===== config.mk =====
export PLATFORM = sky130hd
export DESIGN_NAME = seg7_sequence_monitor
export DESIGN_NICKNAME = d
export VERILOG_FILES = /design/src/rtl/seg7_pkg.sv /design/src/rtl/seg7_sequence_monitor_decode.sv /design/src/rtl/seg7_sequence_monitor.sv
export SDC_FILE = /design/constraint.sdc
export NUM_CORES = 1
export LEC_CHECK = 0
export ABC_AREA = 1
export BUFFER_PORTS_ARGS = -buffer_cell sky130_fd_sc_hd__buf_2
export CELL_PAD_IN_SITES_DETAIL_PLACEMENT = 1
export CELL_PAD_IN_SITES_GLOBAL_PLACEMENT = 2
export CORE_MARGIN = 2
export CORE_UTILIZATION = 28
export CTS_CLUSTER_SIZE = 30
export DETAILED_ROUTE_END_ITERATION = 10
export GPL_TIMING_DRIVEN = 0
export PLACE_DENSITY = 0.79
export SETUP_SLACK_MARGIN = 0.2
export SYNTH_ARGS = -nofsm -noshare
export SYNTH_HDL_FRONTEND = slang
export SYNTH_SLANG_ARGS = --single-unit

===== constraint.sdc =====
create_clock -name clk -period 1.7 [get_ports clk]
set_input_delay 0.17 -clock clk [delete_from_list [all_inputs] [get_ports clk]]
set_output_delay 0.17 -clock clk [all_outputs]
set_load 0.02 [all_outputs]

===== src/rtl/seg7_pkg.sv =====
`default_nettype none
// ============================================================================
// Module      : seg7_pkg
// Description : Shared segment encodings, monitor state type and BCD helper
//               for the seven-segment sequence monitor.
// Revision    : 1.0 - initial release
// ============================================================================
package seg7_pkg;

    // Active-high segment patterns, bit0=a ... bit6=g
    localparam logic [6:0] SEG_0     = 7'h3F;
    localparam logic [6:0] SEG_1     = 7'h06;
    localparam logic [6:0] SEG_2     = 7'h5B;
    localparam logic [6:0] SEG_3     = 7'h4F;
    localparam logic [6:0] SEG_4     = 7'h66;
    localparam logic [6:0] SEG_5     = 7'h6D;
    localparam logic [6:0] SEG_6     = 7'h7D;
    localparam logic [6:0] SEG_6_ALT = 7'h7C;
    localparam logic [6:0] SEG_7     = 7'h07;
    localparam logic [6:0] SEG_8     = 7'h7F;
    localparam logic [6:0] SEG_9     = 7'h6F;
    localparam logic [6:0] SEG_9_ALT = 7'h67;
    localparam logic [6:0] SEG_BLANK = 7'h00;

    localparam logic [3:0] BCD_MAX = 4'd9;

    typedef enum logic [0:0] {
        SYNC  = 1'b0,
        TRACK = 1'b1
    } state_t;

    // Successor in the 0..9 wrap-around count
    function automatic logic [3:0] bcd_next(input logic [3:0] d);
        return (d == BCD_MAX) ? 4'd0 : d + 4'd1;
    endfunction

endpackage
`default_nettype wire


===== src/rtl/seg7_sequence_monitor_decode.sv =====
`default_nettype none
// ============================================================================
// Module      : seg7_decode
// Description : Combinational seven-segment to BCD decoder. Flags legal
//               digits and the blank pattern; anything else is invalid.
// Revision    : 1.0 - initial release
// ============================================================================
module seg7_decode
    import seg7_pkg::*;
(
    input  logic [6:0] segments,
    output logic [3:0] digit,
    output logic       is_digit,
    output logic       is_blank
);

    // Map each legal pattern (including the alternate 6 and 9) to its digit
    always_comb begin
        digit    = 4'd0;
        is_digit = 1'b1;
        is_blank = 1'b0;
        case (segments)
            SEG_0:                digit = 4'd0;
            SEG_1:                digit = 4'd1;
            SEG_2:                digit = 4'd2;
            SEG_3:                digit = 4'd3;
            SEG_4:                digit = 4'd4;
            SEG_5:                digit = 4'd5;
            SEG_6, SEG_6_ALT:     digit = 4'd6;
            SEG_7:                digit = 4'd7;
            SEG_8:                digit = 4'd8;
            SEG_9, SEG_9_ALT:     digit = 4'd9;
            SEG_BLANK: begin
                is_digit = 1'b0;
                is_blank = 1'b1;
            end
            default:              is_digit = 1'b0;
        endcase
    end

endmodule
`default_nettype wire


===== src/rtl/seg7_sequence_monitor.sv =====
`default_nettype none
// ============================================================================
// Module      : seg7_sequence_monitor
// Description : Glitch-filters a sampled seven-segment bus, decodes stable
//               patterns and checks they follow the 0..9 wrap-around count.
//               Reports digit, lock, step/error pulses and a saturating
//               error count. All outputs are registered.
// Revision    : 1.0 - initial release
// ============================================================================
module seg7_sequence_monitor
    import seg7_pkg::*;
#(
    parameter int STABLE_CYCLES = 4,
    parameter int ERR_WIDTH     = 4
) (
    input  logic                 clk,
    input  logic                 reset,
    input  logic [6:0]           segments,
    output logic [3:0]           digit,
    output logic                 valid,
    output logic                 locked,
    output logic                 step,
    output logic                 error,
    output logic [ERR_WIDTH-1:0] err_count
);

    localparam logic [7:0] C_STABLE = 8'(STABLE_CYCLES);

    logic [6:0]           r_cand;
    logic [7:0]           r_count;
    logic                 w_accept;

    logic [3:0]           w_dec_digit;
    logic                 w_is_digit;
    logic                 w_is_blank;

    state_t               r_state;
    state_t               w_state_next;

    logic [3:0]           r_digit;
    logic                 r_valid;
    logic                 r_step;
    logic                 r_error;
    logic [ERR_WIDTH-1:0] r_err_count;

    logic [3:0]           w_digit_next;
    logic                 w_valid_next;
    logic                 w_step_next;
    logic                 w_error_next;

    // Decode the live bus; on an accept edge it equals the candidate
    seg7_decode u_decode (
        .segments (segments),
        .digit    (w_dec_digit),
        .is_digit (w_is_digit),
        .is_blank (w_is_blank)
    );

    // Accept fires once, on the edge where the run length reaches STABLE_CYCLES
    assign w_accept = (segments == r_cand) && (r_count == (C_STABLE - 8'd1));

    // Stability filter: restart the run on any change, saturate at the target
    always_ff @(posedge clk) begin
        if (reset) begin
            r_cand  <= SEG_BLANK;
            r_count <= 8'd0;
        end else if (segments != r_cand) begin
            r_cand  <= segments;
            r_count <= 8'd1;
        end else if (r_count < C_STABLE) begin
            r_count <= r_count + 8'd1;
        end
    end

    // State register plus registered outputs and saturating error counter
    always_ff @(posedge clk) begin
        if (reset) begin
            r_state     <= SYNC;
            r_digit     <= 4'd0;
            r_valid     <= 1'b0;
            r_step      <= 1'b0;
            r_error     <= 1'b0;
            r_err_count <= '0;
        end else begin
            r_state <= w_state_next;
            r_digit <= w_digit_next;
            r_valid <= w_valid_next;
            r_step  <= w_step_next;
            r_error <= w_error_next;
            if (w_error_next && !(&r_err_count)) begin
                r_err_count <= r_err_count + ERR_WIDTH'(1);
            end
        end
    end

    // Next state: lock on a digit, drop to SYNC on blank or invalid
    always_comb begin
        w_state_next = r_state;
        if (w_accept) begin
            case (r_state)
                SYNC:    if (w_is_digit) w_state_next = TRACK;
                TRACK:   if (!w_is_digit) w_state_next = SYNC;
                default: w_state_next = SYNC;
            endcase
        end
    end

    // Output decisions for an accepted pattern; pulses default low
    always_comb begin
        w_digit_next = r_digit;
        w_valid_next = r_valid;
        w_step_next  = 1'b0;
        w_error_next = 1'b0;
        if (w_accept) begin
            case (r_state)
                SYNC: begin
                    if (w_is_digit) begin
                        w_digit_next = w_dec_digit;
                        w_valid_next = 1'b1;
                    end else if (!w_is_blank) begin
                        w_error_next = 1'b1;
                    end
                end
                TRACK: begin
                    if (w_is_digit) begin
                        if (w_dec_digit == bcd_next(r_digit)) begin
                            w_step_next  = 1'b1;
                            w_digit_next = w_dec_digit;
                        end else if (w_dec_digit != r_digit) begin
                            // Out-of-order digit: flag it and resync to it
                            w_error_next = 1'b1;
                            w_digit_next = w_dec_digit;
                        end
                    end else if (!w_is_blank) begin
                        w_error_next = 1'b1;
                        w_valid_next = 1'b0;
                    end
                end
                default: ;
            endcase
        end
    end

    assign digit     = r_digit;
    assign valid     = r_valid;
    assign locked    = (r_state == TRACK);
    assign step      = r_step;
    assign error     = r_error;
    assign err_count = r_err_count;

endmodule
`default_nettype wire


==> results.json <==
{
  "gp_congestion": 0.806,
  "rsz0062_at_grt": "true",
  "start_util_pct": 28.6,
  "cts_buffer_depth": 2,
  "row_count": 27,
  "worstPathCellList": "nor4_4, nand3_2, inv_4, nand3_4, nor2_4, nand3_2, nand2_4, nand3_2, nor2_2, nor2_2",
  "holdWs_ns": 0.117,
  "maxSlewHeadroom_pct": 70.0,
  "fill_cells": 700,
  "dieArea_um2": 6170,
  "slowest_stage": "dfxtp_2",
  "cp_common_cell": "nand3_2",
  "die_x_um": 78.6,
  "grt_pass1_wl_um": 6640,
  "utilization_pct": 36.9,
  "critPathMaxFanout": 5,
  "worst_setup_path_end_kind": "flip-flop",
  "first_pass_iters": 4,
  "cts_tree": "built",
  "power-per-cell-area_nw_per_um2": 566,
  "synth_area_leaders": "dfxtp_1 35%, nand2_1 12%, nor2_1 10%, inv_1 6.3%, nor2_2 3.6%",
  "finalHoldViolations": 0,
  "syn_avg_cell_area_um2": 6.71,
  "post-route-period-util_pct": 95.7,
  "clk_latency_ns": 0.27,
  "area_growth_pct": 28.8,
  "cts_root_buf": "clkbuf_8",
  "p_leak_nw": 0.894,
  "peakVddDrop_mv": 0.245,
  "nets": 278,
  "drv_slew": 0,
  "grt_max_degree": 16,
  "yosysUniqueCellTypes": 27,
  "ys_seq_elements": 27,
  "hold_path_class": "in -> reg",
  "status": "completed",
  "synth_fp_nets": 243,
  "yosys.cell_count.top_type": "nand2_1",
  "io_buffers": 19,
  "postRouteAntennaNets": 0,
  "fp.dieH_um": 78.6,
  "htreeDepth": 1,
  "clk_pin_slew_ns": 0.10,
  "ys_seq_area_share_pct": 34.7,
  "finalWirelength_um": 3830,
  "fmaxAchievable_mhz": 615,
  "maxCapViolations": 0,
  "tightest_slew_ns": 0.450,
  "synth_commonest_cells": "49 x nand2_1, 43 x nor2_1, 27 x dfxtp_1, 26 x inv_1, 11 x a21oi_1",
  "post-route-min-period_ns": 1.63,
  "cts_sinks": 27,
  "setup_ws_ns": 0.0731,
  "dr_total_vias": 1494,
  "min_path_cells": 2,
  "crit_required_ns": 1.88,
  "drive_gt1_share_pct": 32.7,
  "routedWlPerCell_um": 11.3,
  "drc": 0,
  "via_per_inst": 4.42,
  "dpl.hpwl_um": 2990,
  "setup_viol": 0,
  "grt_overflow": 0,
  "rr_worst_depth": 10,
  "start_kind": "flip-flop",
  "core_area_um2": 5440,
  "finClkSkew_ns": 0.00435,
  "post-place-ws_ns": -0.201,
  "grt_pass1_vias": 1472,
  "synth_top_cell_area_share_pct": 34.7,
  "synth_edf_count": 0,
  "synth-async-reset-ratio_pct": 0,
  "cts_buffers": 3,
  "crit_arrival_ns": 1.81,
  "ios": 21,
  "synth_warnings": 0,
  "yosys.area.top_type": "dfxtp_1",
  "drtIter0Drc": 35,
  "diodes": 0,
  "synth_cells": 232,
  "worstSetupPathType": "reg -> reg",
  "antenna_found_initial": 0,
  "synthFlopType": "dfxtp_1",
  "grt_usage_pct": 13.3,
  "slowest_delay_ns": 0.35,
  "synth_area_um2": 1560
}
==> stage by stage <==
step	power (mW)	std cells	instance area, um^2	setup TNS (ns)
final	1.14	338	2000	0
after global routing	1.20	338	2000	-0.111
after CTS	1.16	338	1960	0
after detailed placement	0.777	323	1790	-1.02
after global placement	0.776	323	1790	-1.01
after floorplan	0.739	232	1610	0
==> worst paths after layout <==
check	end	startpoint	slack (ns)
hold reg to reg	r_count[3]$_SDFFE_PP0P_	r_count[3]$_SDFFE_PP0P_	0.44
hold / removal	step$_SDFF_PP0_	reset	0.12
setup / recovery	err_count[3]$_SDFFE_PP0P_	r_count[7]$_SDFFE_PP0P_	0.07
setup reg to reg	err_count[3]$_SDFFE_PP0P_	r_count[7]$_SDFFE_PP0P_	0.07
==> worst max-delay path: cells and delay by family (launching register included) <==
family / cells / cell delay (ns)
AND/OR/NAND/NOR: 9 / 1.08
flip-flops: 1 / 0.35
buffers and inverters: 1 / 0.10
==> area by class of cell <==
cell class / count / area (um^2) / share of cell area (%)
buffer: 2 / 15.0 / 0.749
clock buffer: 3 / 41.3 / 2.06
clock inverter: 1 / 5.00 / 0.250
inverter: 32 / 130 / 6.49
multi-input combinational: 171 / 986 / 49.2
sequential: 27 / 559 / 27.9
tap: 72 / 90.1 / 4.49
timing repair buffer: 30 / 178 / 8.86
==> state kept, by name, indices dropped and copies added (netlist names) <==
name       flops
err_count      4
r_cand         7
error          1
locked         1
valid          1
r_count        8
digit          4
step           1
==> what timing repair did <==
item / in CTS / in global routing
pin swaps: 10 / 2
setup endpoints to repair: 8 / 18
resized for setup: 15 / 10
endpoints found under the hold margin: 0 / 0
setup buffers: 11 / 0
hold buffers: 0 / 0
==> cells by family after synthesis <==
group / count (synthesis) / synth area share [%]
buffers and inverters: 34 / 8.44
AO/OA/AOI/OAI: 26 / 9.49
XOR/XNOR: 10 / 5.63
flip-flops: 27 / 34.7
adder cells (fa/ha/maj): 2 / 1.61
AND/OR/NAND/NOR: 133 / 40.1
==> power breakdown <==
part / switching (mW) / internal (mW) / total (mW)
logic: 0.0786 / 0.0443 / 0.123
registers: 0.00444 / 0.636 / 0.640
clock network: 0.208 / 0.164 / 0.372
total: 0.291 / 0.845 / 1.14
==> placed cells by master, fill, tap and decap left out <==
cell,n
nand2_1,47
nor2_1,42
inv_1,23
dfxtp_1,20
buf_2,19
a21oi_1,11
buf_4,11
o21ai_1,9
nor2_2,8
nand2_2,7
nand3_1,7
nand3_2,6
nand4_1,5
xnor2_1,5
xor2_1,4
inv_2,4
inv_4,4
dfxtp_4,4
nor2_4,3
o21ai_2,3
clkbuf_8,3
dfxtp_2,3
nand3_4,2
nor4_4,2
nand2_4,2
ha_1,2
buf_6,1
o21ai_4,1
xor2_2,1
nor3_2,1
o2111ai_2,1
clkbuf_1,1
nor3_1,1
clkinv_1,1
o21ai_0,1
clkinv_2,1
==> layer usage <==
metal  GRT usage [%]  up-vias  part of all wire [%]
met1            17.1      679                    49
met4            2.11        0                  0.37
met5               0        -                     0
met3            2.76        2                   2.5
li1                -      799                     -
met2            23.1       14                    48
(Power assumes the default switching activity.)
